## config.mk

```make
export PLATFORM = sky130hd
export DESIGN_NAME = fifo_drain_ctrl
export DESIGN_NICKNAME = d
export VERILOG_FILES = /design/src/rtl/fifo_drain_ctrl.sv
export SDC_FILE = /design/constraint.sdc
export NUM_CORES = 1
export LEC_CHECK = 0
export ABC_AREA = 1
export CAP_MARGIN = 10
export CORE_MARGIN = 5
export CORE_UTILIZATION = 29
export CTS_CLUSTER_DIAMETER = 150
export DETAILED_ROUTE_END_ITERATION = 6
export SLEW_MARGIN = 10
export SYNTH_ARGS = -nofsm -noshare
export SYNTH_HDL_FRONTEND = slang
export SYNTH_SLANG_ARGS = --single-unit
```

## constraint.sdc

```tcl
create_clock -name CLK -period 2.3 [get_ports CLK]
set_input_delay 0.23 -clock CLK [delete_from_list [all_inputs] [get_ports CLK]]
set_output_delay 0.23 -clock CLK [all_outputs]
set_load 0.03 [all_outputs]
```

## src/rtl/fifo_drain_ctrl.sv

```systemverilog
// Drains a FIFO one word at a time and offers it to a byte consumer; drops and flags a byte the consumer never takes.
// Latency: 1 edge from FIFO_EMPTY low (ENABLE=1) to TX_DATA_VALID/FIFO_R_INC; at most one word per 3 cycles.
// Backpressure: TX_BUSY rising accepts the byte; no accept within TIMEOUT_CYCLES pulses TX_ERR. DRAIN_CNT_EN adds XFER_CNT.
module fifo_drain_ctrl #(
    parameter int DATA_WIDTH     = 8,
    parameter int TIMEOUT_CYCLES = 16
`ifdef DRAIN_CNT_EN
    ,
    parameter int CNT_WIDTH      = 16
`endif
) (
    input  logic                  CLK,
    input  logic                  RST,
    input  logic                  ENABLE,
    input  logic                  FIFO_EMPTY,
    input  logic [DATA_WIDTH-1:0] FIFO_RD_DATA,
    output logic                  FIFO_R_INC,
    output logic [DATA_WIDTH-1:0] TX_P_DATA,
    output logic                  TX_DATA_VALID,
    input  logic                  TX_BUSY,
    output logic                  TX_ERR
`ifdef DRAIN_CNT_EN
    ,
    output logic [CNT_WIDTH-1:0]  XFER_CNT
`endif
);

    localparam int               TMO_W    = $clog2(TIMEOUT_CYCLES);
    localparam logic [TMO_W-1:0] TMO_LAST = TMO_W'(TIMEOUT_CYCLES - 1);

    typedef enum logic [1:0] {IDLE, OFFER, DRAIN} state_t;

    state_t                  state, state_nxt;
    logic [TMO_W-1:0]        tmo_cnt, tmo_cnt_nxt;
    logic [DATA_WIDTH-1:0]   p_data_nxt;
    logic                    r_inc_nxt;
    logic                    vld_nxt;
    logic                    err_nxt;

    always_ff @(posedge CLK) begin
        if (!RST) begin
            state         <= IDLE;
            tmo_cnt       <= '0;
            TX_P_DATA     <= '0;
            FIFO_R_INC    <= 1'b0;
            TX_DATA_VALID <= 1'b0;
            TX_ERR        <= 1'b0;
        end else begin
            state         <= state_nxt;
            tmo_cnt       <= tmo_cnt_nxt;
            TX_P_DATA     <= p_data_nxt;
            FIFO_R_INC    <= r_inc_nxt;
            TX_DATA_VALID <= vld_nxt;
            TX_ERR        <= err_nxt;
        end
    end

    always_comb begin
        state_nxt   = state;
        tmo_cnt_nxt = tmo_cnt;
        p_data_nxt  = TX_P_DATA;
        r_inc_nxt   = 1'b0;
        vld_nxt     = 1'b0;
        err_nxt     = 1'b0;
        case (state)
            IDLE: begin
                if (ENABLE && !FIFO_EMPTY) begin
                    p_data_nxt  = FIFO_RD_DATA;
                    r_inc_nxt   = 1'b1;
                    vld_nxt     = 1'b1;
                    tmo_cnt_nxt = '0;
                    state_nxt   = OFFER;
                end
            end
            OFFER: begin
                // Acceptance is checked first so it wins a tie with the timeout.
                if (TX_BUSY) begin
                    state_nxt = DRAIN;
                end else if (tmo_cnt == TMO_LAST) begin
                    err_nxt   = 1'b1;
                    state_nxt = IDLE;
                end else begin
                    vld_nxt     = 1'b1;
                    tmo_cnt_nxt = tmo_cnt + 1'b1;
                end
            end
            DRAIN: begin
                if (!TX_BUSY) begin
                    state_nxt = IDLE;
                end
            end
            default: state_nxt = IDLE;
        endcase
    end

`ifdef DRAIN_CNT_EN
    logic accept;
    assign accept = (state == OFFER) && TX_BUSY;

    always_ff @(posedge CLK) begin
        if (!RST) begin
            XFER_CNT <= '0;
        end else if (accept) begin
            XFER_CNT <= XFER_CNT + 1'b1;
        end
    end
`endif

endmodule

```

# == Word-level counts from Yosys, hierarchy flattened ==
# Index checks and enable logic that the tools add are counted.
# word_totals
output_inout_bits,11
input_bits,13
ff_bits,17
word_cells,40
# op_classes
n_reduce_logical,9
bitwise,2
eq_ne,8
n_addsub,1
muxes,14
# op_table
cell,count
two-way mux 4 bit,3
two-way mux 2 bit,4
inequality test 2 bit (second input constant),4
one-hot mux 4 bit (2 select lines),1
one-hot mux 2 bit (3 select lines),1
adder 4 x 1 -> 4 bit (second input constant),1
equality test 4 bit (second input constant),1
two-way mux 1 bit,4
AND reduction 2 bit,2
AND reduction 4 bit,1
inequality test 3 bit (second input constant),1
AND reduction 3 bit,1
OR reduction 3 bit,1
equality test 2 x 1 -> 1 bit (second input constant),1
equality test 2 bit (second input constant),1
logical NOT 2 bit,1
inverter 1 bit,2
one-hot mux 1 bit (2 select lines),1
nonzero test 2 bit,1
logical AND 1 bit,1
logical NOT 1 bit,1

# == Longest topological paths before layout ==
# depth
depth_word,4
depth_mapped,8
depth_no_buf,8

# == Worst setup path before layout ==
# Ideal clock, no wire load.
# synth_timing
path_type,flip-flop to flip-flop
start,reg tmo_cnt[0]
end,reg tmo_cnt[0]
arrival_time_ps,982
stages_incl_launch_ff,9
setup_slack_ps,1204
synth_period_minus_slack_ps,1096
cell_sequence,dfxtp_1 -> ha_1 -> nand3_2 -> inv_1 -> nand2_1 -> nand2_2 -> nand2_1 -> nand2_1 -> nor2_1
# synth_between
elab_chain_cells,4
elab_cells_between_ends,7
classes_between,add/sub: 1; eq/ne: 2; mux: 3; reduce/logical: 1
# synth_rtl
item,line_no,rtl
from (decl),34,"logic [TMO_W-1:0] tmo_cnt, tmo_cnt_nxt;"
from (signal assigned),50,tmo_cnt <= tmo_cnt_nxt;
adder 4 x 1 -> 4 bit,84,tmo_cnt_nxt = tmo_cnt + 1'b1;
two-way mux 4 bit,79,end else if (tmo_cnt == TMO_LAST) begin
two-way mux 4 bit,77,if (TX_BUSY) begin
one-hot mux 4 bit (2 select lines),65,case (state)
# Parallel ways exist; a longest one is shown, timed or not. The select of a mux whose other input is x is not followed.
# A chain may end at the register's enable or synchronous reset.

# == Final worst setup path ==
# layout_timing
start,reg TX_P_DATA[7]
end,out TX_P_DATA[7]
# layout_rtl
item,line_no,rtl
from (decl),18,"output logic [DATA_WIDTH-1:0] TX_P_DATA,"
from (signal assigned),51,TX_P_DATA <= p_data_nxt;
# No word-level cell between the ends.

==> impl_metrics.yaml <==
yosys:
  synth_ff_type: "sky130_fd_sc_hd__dfxtp_1"
  synth.cell_area_um2: 743
  netlist_top_cells_area: "sky130_fd_sc_hd__dfxtp_1 46%, sky130_fd_sc_hd__nor2_1 13%, sky130_fd_sc_hd__nand2_1 7.6%, sky130_fd_sc_hd__inv_1 4.5%, sky130_fd_sc_hd__nand2_2 3.4%"
  synth_top_cell_by_area: "sky130_fd_sc_hd__dfxtp_1"
  ys_top_cells_by_count: "25 x sky130_fd_sc_hd__nor2_1, 17 x sky130_fd_sc_hd__dfxtp_1, 15 x sky130_fd_sc_hd__nand2_1, 9 x sky130_fd_sc_hd__inv_1, 5 x sky130_fd_sc_hd__o21ai_0"
  seq_area_frac_synth_pct: 45.8
  yosys_warnings: 0
  synth.top_cell.area_share_pct: 45.8
  yosys.cell_types.count: 22
  number_of_enable_flip_flop_cells_after_synthesis: 0
  netlist_instances: 97
  synth.ff_latch_count: 17
  synth.most_common_cell: "sky130_fd_sc_hd__nor2_1"
  synth_nets: 111
  ys_async_sr_fraction_pct: 0
  post_synth.cell_area_avg_um2: 7.66
timing:
  final_critical_period_ns: 1.54
  count_of_endpoints_failing_hold_in_the_final_timing_report: 0
  setup_viol: 0
  finalMaxSlewViolations: 0
  finalHoldWorstSlack_ns: 0.490
  tightestPinTransition_ns: 0.374
  fmaxAchievable_mhz: 650
  finalCritPeriodShare_pct: 66.9
  grt_setup_unrepaired: "false"
  maxSlewHeadroom_pct: 75.0
  clock_skew_ns: 0.00139
  tns_ns: 0
pwr:
  power.leakage_nw: 0.404
  max-vdd-ir-drop_uv: 240
  cellPowerDensity_nw_per_um2: 590
clock_network:
  cts_hold_buf: 0
  clk_pin_slew_ns: 0.10
  root_buffer: "sky130_fd_sc_hd__clkbuf_4"
  insertion_delay_ns: 0.29
  cts-buffers-inserted: 3
  cts.htree.levels: 1
  cts-resized-gates: 0
  number_of_clock_sinks: 17
  clock_path_buffers: 2
  cts.repair_timing.setup_buffer_count: 0
  cts_tree: "built"
layout:
  finalNetCount: 137
  areaGrowthSynthToFinish_pct: 37.5
  final_cells: 152
  layout-drive-gt1-share_pct: 15.6
  antenna-diode-count: 0
global_routing:
  grt.met1_usage_pct: 10.1
  grt_max_degree: 14
  global_route.usage.met2_pct: 14.2
  overall_overflow_remaining_after_global_route: 0
  antenna_found_initial: 0
  met3_usage_pct: 2.77
  grt_pass1_wl_um: 2360
  global_route.usage.total_pct: 8.68
  grt_pass1_vias: 601
  top_usage_layer: "met2"
min_path:
  hold_path_class: "reg -> reg"
worst_setup_path:
  critical_path.cell_chain: "clkdlybuf4s50_1"
  crit-reg2reg-capture: "tmo_cnt[0]$_SDFFE_PN0P_"
  crit_buf_inv: 1
  critPathRequiredTime_ns: 2.07
  timing.critical_path.max_delay_family: "buffers and inverters"
  rr_startpoint: "tmo_cnt[0]$_SDFFE_PN0P_"
  critPathArrivalTime_ns: 1.31
  r2r.worst_path.cells: 8
  critPathSlowestCell: "sky130_fd_sc_hd__clkdlybuf4s50_1"
  ff2ff_setup_slack_ns: 1.08
  cp-end-kind: "primary output"
  critical_path.startpoint: "TX_P_DATA[7]$_SDFFE_PN0P_"
  worst_setup_path_end: "TX_P_DATA[7]"
  critical-path-max-stage-delay_ns: 0.67
  critical_path_start_type: "flip-flop"
  critical_path.max_fanout: 2
  cp.depth: 1
  path_class: "reg -> out"
job:
  drv.max_cap_violation_count: 0
die:
  fp.dieW_um: 60.6
  die-area_um2: 3680
  io_pins: 24
  initial_utilization_pct: 30.3
  die_height_um: 60.6
  core_region_area_um2: 2450
  rows: 18
route:
  detailed_route_wire_length_um: 1430
  first_iter_violations: 15
  vias: 645
  final_antenna_net_count: 0
  drt-wirelength-per-cell_um: 9.43
  detailedRoute.firstPassIterationCount: 4
  post-route-drc-count: 0
  route.detailed.vias_per_inst: 4.24
placement:
  dpl.hpwl_um: 1160
  placedCellCount: 148
  port-buffer-count: 23
  place_congestion: 0.671
run_status:
  status: "finished, final reports clean"
-- worst min-delay path, stage by stage (launching register included) --
cell and delay (ns):
sky130_fd_sc_hd__dfxtp_1 0.34, sky130_fd_sc_hd__nor2_1 0.05, sky130_fd_sc_hd__nor2_1 0.08
-- power by group --
part / leakage [nW] / total, mW / switching [mW] / internal [mW]
Sequential: 0.139 / 0.320 / 0.00919 / 0.311
Clock: 0.0177 / 0.161 / 0.0960 / 0.0647
Combinational: 0.247 / 0.123 / 0.0675 / 0.0556
Total: 0.404 / 0.604 / 0.173 / 0.431
-- per-layer routing --
metal	share of wire [%]	vias up	routed length, µm
li1	-	349	-
met4	2.3	0	33
met1	43	276	618
met5	0	-	0
met2	48	15	682
met3	6.9	5	99
-- state kept, by name, indices dropped and copies added (netlist names) --
signal / cells
TX_P_DATA: 8
FIFO_R_INC: 1
TX_DATA_VALID: 1
tmo_cnt: 4
TX_ERR: 1
state: 2
-- logic make-up (layout without fill, tap and decap cells) --
family	count (synthesis)	in the layout	synth area share (%)
fa+ha+maj	1	1	1.68
flops	17	17	45.8
compound gates	12	12	9.43
simple gates	53	53	34.8
buf+inv	14	39	8.25
-- cell type report --
cell class              count  area [µm²]
clock inverters             1        5.00
flip-flops and latches     17         340
multi-input cells          66         342
fillers                   256        1430
repair buffers             23         230
well taps                  30        37.5
clock buffers               3        22.5
inverters                  12        45.0
-- worst min path at each step --
stage / start / to / slack (ns) / depth (start not counted)
finish: TX_P_DATA[3]$_SDFFE_PN0P_ / TX_P_DATA[3]$_SDFFE_PN0P_ / 0.49 / 2
global route: TX_P_DATA[2]$_SDFFE_PN0P_ / TX_P_DATA[2]$_SDFFE_PN0P_ / 0.51 / 2
CTS: TX_P_DATA[0]$_SDFFE_PN0P_ / TX_P_DATA[0]$_SDFFE_PN0P_ / 0.50 / 2
detailed placement: TX_P_DATA[3]$_SDFFE_PN0P_ / TX_P_DATA[3]$_SDFFE_PN0P_ / 0.47 / 2
global placement: TX_P_DATA[4]$_SDFFE_PN0P_ / TX_P_DATA[4]$_SDFFE_PN0P_ / 0.46 / 2
floorplan: RST / TX_P_DATA[3]$_SDFFE_PN0P_ / 0.37 / 2
-- cell usage in the layout, fill, tap and decap left out, drive strengths merged, types with 3 or more instances in the layout --
cell type / n
a21oi: 3
o21ai: 8
dfxtp: 17
clkbuf: 3
inv: 12
nand3: 4
nor2: 27
nand2: 20
clkdlybuf4s50: 23
-- per-stage QoR --
stage | power [mW] | instance area (µm²) | util, % | worst slack [ns]
after floorplan | 0.401 | 743 | - | 1.20
after global placement | 0.450 | 995 | 40.5 | 0.836
after detailed placement | 0.451 | 995 | 40.5 | 0.826
after CTS | 0.612 | 1020 | 41.6 | 0.740
after global routing | 0.640 | 1020 | 41.6 | 0.701
final | 0.604 | 1020 | 41.6 | 0.761
(Power assumes the default switching activity.)
